`src/rtl/circular_buffer.sv`:
```
// Per-virtual-channel flit FIFO: ring buffer with a registered pop output and a
// combinational head view. It supports any depth >= 2, so the pointers wrap explicitly.
module circular_buffer #(
  parameter int BUFFER_SIZE = 4,
  parameter int DATA_WIDTH  = 32
) (
  input  logic                  clk,
  input  logic                  rst,
  input  logic [DATA_WIDTH-1:0] data_i,
  input  logic                  write_i,
  input  logic                  read_i,
  output logic [DATA_WIDTH-1:0] data_o,
  output logic [DATA_WIDTH-1:0] peek_o,
  output logic                  is_full,
  output logic                  is_empty
);

  localparam int PTR_W = $clog2(BUFFER_SIZE);
  localparam int CNT_W = $clog2(BUFFER_SIZE + 1);
  localparam logic [PTR_W-1:0] LAST_IDX = PTR_W'(BUFFER_SIZE - 1);
  localparam logic [CNT_W-1:0] FULL_CNT = CNT_W'(BUFFER_SIZE);

  logic [DATA_WIDTH-1:0] mem_q [BUFFER_SIZE];
  logic [DATA_WIDTH-1:0] mem_d [BUFFER_SIZE];
  logic [PTR_W-1:0]      wr_ptr_q, wr_ptr_d;
  logic [PTR_W-1:0]      rd_ptr_q, rd_ptr_d;
  logic [CNT_W-1:0]      count_q, count_d;
  logic [DATA_WIDTH-1:0] data_q, data_d;
  logic                  write_ok, read_ok;

  assign is_full  = (count_q == FULL_CNT);
  assign is_empty = (count_q == '0);
  assign peek_o   = mem_q[rd_ptr_q];
  assign data_o   = data_q;

  // A read frees a slot on the same edge, so a full buffer can still accept a write.
  assign read_ok  = read_i && !is_empty;
  assign write_ok = write_i && (!is_full || read_ok);

  always_comb begin
    mem_d    = mem_q;
    wr_ptr_d = wr_ptr_q;
    rd_ptr_d = rd_ptr_q;
    count_d  = count_q;
    data_d   = data_q;

    if (write_ok) begin
      mem_d[wr_ptr_q] = data_i;
      wr_ptr_d = (wr_ptr_q == LAST_IDX) ? '0 : wr_ptr_q + 1'b1;
    end

    if (read_ok) begin
      data_d   = mem_q[rd_ptr_q];
      rd_ptr_d = (rd_ptr_q == LAST_IDX) ? '0 : rd_ptr_q + 1'b1;
    end

    case ({write_ok, read_ok})
      2'b10:   count_d = count_q + 1'b1;
      2'b01:   count_d = count_q - 1'b1;
      default: count_d = count_q;
    endcase
  end

  always_ff @(posedge clk or posedge rst) begin
    if (rst) begin
      for (int i = 0; i < BUFFER_SIZE; i++) begin
        mem_q[i] <= '0;
      end
      wr_ptr_q <= '0;
      rd_ptr_q <= '0;
      count_q  <= '0;
      data_q   <= '0;
    end else begin
      for (int i = 0; i < BUFFER_SIZE; i++) begin
        mem_q[i] <= mem_d[i];
      end
      wr_ptr_q <= wr_ptr_d;
      rd_ptr_q <= rd_ptr_d;
      count_q  <= count_d;
      data_q   <= data_d;
    end
  end

endmodule

```
`config.mk`:
```
export PLATFORM = sky130hd
export DESIGN_NAME = circular_buffer
export DESIGN_NICKNAME = d
export VERILOG_FILES = /design/src/rtl/circular_buffer.sv
export SDC_FILE = /design/constraint.sdc
export NUM_CORES = 1
export LEC_CHECK = 0
export BUFFER_PORTS_ARGS = -buffer_cell sky130_fd_sc_hd__buf_4
export CAP_MARGIN = 0
export CORE_MARGIN = 3
export CORE_UTILIZATION = 40
export CTS_CLUSTER_DIAMETER = 150
export DETAILED_ROUTE_END_ITERATION = 8
export PLACE_DENSITY = 0.73
export SYNTH_ARGS = -nofsm -noshare
export SYNTH_HDL_FRONTEND = slang
export SYNTH_SLANG_ARGS = --single-unit
```
`constraint.sdc`:
```
create_clock -name clk -period 4.8 [get_ports clk]
set_input_delay 0.24 -clock clk [delete_from_list [all_inputs] [get_ports clk]]
set_output_delay 0.24 -clock clk [all_outputs]
set_load 0.01 [all_outputs]
```
== Word level (Yosys, flattened, before mapping) ==
Index checks and enable logic that the tools add are counted.

* Add/sub/neg operators: 4
* Magnitude comparators: 3
* Equality and inequality tests: 5
* Muxes and demuxes: 9
* Bitwise logic cells: 2
* Reduce and logical (&&, ||, !) cells: 8

{| class="wikitable"
|+ Operators with widths
! kind !! number
|-
| 128-bit bitwise mux || 1
|-
| 32-bit two-way mux || 3
|-
| 32-bit binary-select mux with 2-bit select || 1
|-
| 32-bit demux with 2-bit select || 1
|-
| 2-bit == test, second input constant || 3
|-
| 3-bit greater-or-equal comparator, second input constant || 2
|-
| 2-bit inverter with 3-bit output || 2
|-
| 3-bit case mux with 2 select lines || 1
|-
| 2-bit by 1-bit adder with 2-bit output, second input constant || 2
|-
| 2-bit two-way mux || 2
|-
| 3-bit by 1-bit adder with 3-bit output, second input constant || 1
|-
| 3-bit == test, second input constant || 1
|-
| 1-bit logical AND || 3
|-
| 3-bit zero test || 1
|-
| 3-bit by 1-bit < comparator with 1-bit output, second input constant || 1
|-
| 3-bit by 1-bit subtractor with 3-bit output, second input constant || 1
|-
| 2-bit by 1-bit == test with 1-bit output, second input constant || 1
|-
| 1-bit zero test || 2
|-
| 2-bit nonzero test || 1
|-
| 1-bit logical OR || 1
|}

* Flip-flop bits (word level): 167
* Input bits: 36
* Output and inout bits: 66
* Logic and storage cells: 39

== Depth between registers and ports, before layout ==
* Depth in word-level cells: 7
* Depth in mapped cells: 9
* Mapped depth without buffers: 8

== Least setup slack after synthesis ==
No wires, ideal clock.

* Path kind: flip-flop to flip-flop
* From: register count_q[0]
* To: register count_q[2]
* Setup time: 0.079 ns
* Arrival: 1.955 ns
* Required time: 4.721 ns
* Path slack: 2.766 ns
* Cell stages (with the launch flop): 9
* Buffers on the path: 0
* Period minus slack after synthesis: 2.034 ns
* Path through: dfrtp_1 -> nor4b_4 -> nand2b_1 -> ha_1 -> inv_1 -> fa_1 -> xor2_1 -> nor2_1 -> xor2_1

* Word-level cells in the longest chain between the ends: 7
* Elaborated cells on any way between the ends: 13
* Those cells by class: add/sub: 2; eq/ne: 3; mux: 1; reduce/logical: 7

{| class="wikitable"
|+ RTL lines
! element !! line !! source
|-
| from (decl) || 27 || <nowiki>logic [CNT_W-1:0] count_q, count_d;</nowiki>
|-
| from (signal assigned) || 79 || <nowiki>count_q <= count_d;</nowiki>
|-
| 3-bit zero test || 32 || <nowiki>assign is_empty = (count_q == '0);</nowiki>
|-
| 1-bit zero test || 37 || <nowiki>assign read_ok = read_i && !is_empty;</nowiki>
|-
| 1-bit logical AND || 37 ||
|-
| 1-bit logical OR || 38 || <nowiki>assign write_ok = write_i && (!is_full || read_ok);</nowiki>
|-
| 1-bit logical AND || 38 ||
|-
| 2-bit by 1-bit == test with 1-bit output / 2-bit == test (equally long branches) || 57 || <nowiki>case ({write_ok, read_ok})</nowiki>
|-
| 3-bit case mux with 2 select lines / 2-bit nonzero test (equally long branches) || n/a ||
|}

Several ways; a longest one is shown, not always the timed one.
A chain may end at the register's enable or synchronous reset.

== Final worst setup path ==
* From: register rd_ptr_q[0]
* To: output peek_o[9]

* Word-level cells in the longest chain between the ends: 4

{| class="wikitable"
|+ RTL lines
! element !! line !! source
|-
| from (decl) || 26 || <nowiki>logic [PTR_W-1:0] rd_ptr_q, rd_ptr_d;</nowiki>
|-
| from (signal assigned) || 78 || <nowiki>rd_ptr_q <= rd_ptr_d;</nowiki>
|-
| 2-bit inverter with 3-bit output (implied by the code) || 33 || <nowiki>assign peek_o = mem_q[rd_ptr_q];</nowiki>
|-
| 32-bit binary-select mux with 2-bit select || 33 ||
|-
| 32-bit two-way mux (implied by the code) (2 in a row) || 33 ||
|-
| to (decl) || 13 || <nowiki>output logic [DATA_WIDTH-1:0] peek_o,</nowiki>
|}

No other way between the ends. The select of a mux whose other input is x is not followed.

==> flow_summary.toml <==
[clock_tree]
cts_buffer_depth = 2
cts.htree.levels = 4
path_clk_slew_ns = 0.07
clk_latency_ns = 0.42
postCtsSetupRepairBufs = 0
cts_root_buf = "clkbuf_16"
clock-sinks = 167
cts_tree = "yes"
cts_buffers = 17

[critical_path]
crit_arrival_ns = 2.44
crit_type = "reg -> out"
cpMostUsedCell = "buf_4"
critPathLaunchType = "flop"
r2r_slack_ns = 2.20
worst-path-buf-inv = 2
path_cells = "buf_4 -> mux4_2 -> buf_4"
worst-path-max-fanout = 21
critPathTopFamily = "flip-flops"
worst_path_max_delay_cell = "dfrtp_2"
critical_path.max_stage_delay_ns = 0.73
cp-end-kind = "output pin"
cp.required_ns = 4.56

[grt]
gr-usage-all-layers_pct = 15.6
grt_overflow = 0
grt_first_pass_wirelength_um = 24300
antenna_found_initial = 0
grt_max_degree = 79
grt_pass1_vias = 4519

[synthesis]
postSynthAreaPerCell_um2 = 17.2
yosysWarnings = 0
synth-seq-area-share_pct = 58.0
yosys.cell_types.count = 21
synth_seq_cells = 167
syn_area_um2 = 7210
synthCells = 420
syn_nets = 463

[route]
drt_first_iter_violations = 151
antenna_left = 0
drc = 0
wl_um = 14500
firstDrtPassIters = 4
wire_per_inst_um = 19.0
dr_total_vias = 3964
avgViaCountPerCell = 5.22

[layout]
final_common_cell = "dfrtp_1"
area_growth_pct = 21.3
drive_gt1_share_pct = 63.6
finalInstanceArea_um2 = 8740
final_core_util_pct = 50.0
fill_cells = 1481
insertedDiodeCount = 0
final_nets = 565
finalNonFillerCells = 760
layout_common_cells = "dfrtp_1 (165), mux2_2 (162), buf_4 (105), mux4_2 (32), clkbuf_16 (17)"

[sta]
fmax_ghz = 0.373
relSlewSlack_pct = 20.6
rsz0062_at_grt = "no"
timing.final.crit_share_pct = 55.9
slew_viol_final = 0
setup_violations = 0
tightest_slew_ns = 1.19
hold_viol = 0
skew_ns = 0.00911
worst_hold_slack_ns = 0.0788
setup_slack_ns = 2.12
setup_tns_ns = 0
finalWorstPathRequiredPeriod_ns = 2.68

[pwr]
p_per_area_nw_per_um2 = 785
power.internal_mw = 4.72
clkPwrFrac_pct = 20.7
p_comb_share_pct = 41.1
sw_frac_of_total_pct = 31.2
finalPower_mw = 6.87
seqPwrFrac_pct = 38.2
vdd_drop_max_uv = 526
p_switching_mw = 2.14
p_leak_nw = 3.78

[place]
gp_congestion = 0.723
dpl.hpwl_um = 9160
dpl_cell_area_um2 = 8110
pre_cts_slack_ns = 2.20
placed_cells = 727
port_buffers = 101

[die]
die-area_um2 = 19700
start_util_pct = 41.3
core-area_um2 = 17500
fp.dieH_um = 140
rows = 48
ios = 102
die_w_um = 140

[min_path]
hp-class = "in -> reg"

[run_status]
status = "finished clean"

[flow_run]
drv_cap = 0
==> flip-flops by register name (all words and copies together), names as in the netlist <==
name / count
mem_q: 128
data_o: 32
count_q: 3
rd_ptr_q: 2
wr_ptr_q: 2
==> what timing repair did <==
item	in CTS	in global routing
hold endpoints to repair	76	0
hold buffers	1	0
resized for setup	0	0
==> cell families after synthesis <==
group	Yosys count	share of synthesized area [%]
XOR/XNOR	3	0.364
multiplexers	196	35.6
buffers and inverters	30	3.21
adder cells (fa/ha/maj)	7	1.32
flip-flops	167	58.0
AND/OR/NAND/NOR	15	1.16
AO/OA/AOI/OAI	2	0.399
==> Yosys cell counts <==
cell type	n	area (µm²)
dfrtp_1	167	4180
mux2_2	162	1820
mux4_2	32	721
buf_6	15	169
inv_1	7	26.3
ha_1	6	75.1
nor2_1	6	22.5
buf_2	5	25.0
nand2_1	4	15.0
clkbuf_1	3	11.3
nor3_1	2	10.0
xor2_1	2	17.5
a21o_1	1	7.51
and3_1	1	6.26
fa_1	1	20.0
mux2_1	1	11.3
mux2i_1	1	10.0
nand2b_1	1	6.26
nor4b_4	1	23.8
o31ai_4	1	21.3
xnor2_1	1	8.76
==> layout make-up <==
class / count / area, µm² / area share, %
Clock inverter: 13 / 168 / 1.92
Timing Repair Buffer: 106 / 798 / 9.13
Sequential cell: 167 / 4180 / 47.8
Inverter: 7 / 31.3 / 0.358
Multi-Input combinational cell: 223 / 2830 / 32.4
Tap cell: 225 / 282 / 3.22
Clock buffer: 19 / 453 / 5.18
==> power by group through the flow <==
stage | clock (mW) | sequential [mW] | combinational (mW)
finish | 1.42 | 2.62 | 2.82
global route | 1.52 | 2.74 | 3.06
CTS | 1.46 | 2.64 | 2.89
detailed placement | 0 | 2.66 | 2.87
global placement | 0 | 2.59 | 2.79
floorplan | 0 | 2.50 | 1.95
==> worst paths after layout <==
path | startpoint | endpoint | cells past startpoint
min in group asynchronous | rst | mem_q[112]$_DFFE_PP0P_ | 3
max reg2reg | count_q[0]$_DFFE_PP0P_ | count_q[2]$_DFFE_PP0P_ | 8
max in group asynchronous | rst | mem_q[59]$_DFFE_PP0P_ | 4
max | rd_ptr_q[0]$_DFFE_PP0P_ | peek_o[9] | 3
min reg2reg | mem_q[50]$_DFFE_PP0P_ | mem_q[50]$_DFFE_PP0P_ | 1
min | data_i[14] | mem_q[14]$_DFFE_PP0P_ | 2
==> layer usage <==
layer | vias up | global-route usage (%) | share of wire (%)
met1 | 2117 | 20.2 | 43
met2 | 95 | 25.9 | 51
li1 | 1742 | - | -
met3 | 10 | 4.13 | 4.9
met5 | - | 0 | 0
met4 | 0 | 4.59 | 1.0
Note: power is estimated with default switching activity, not from simulation.
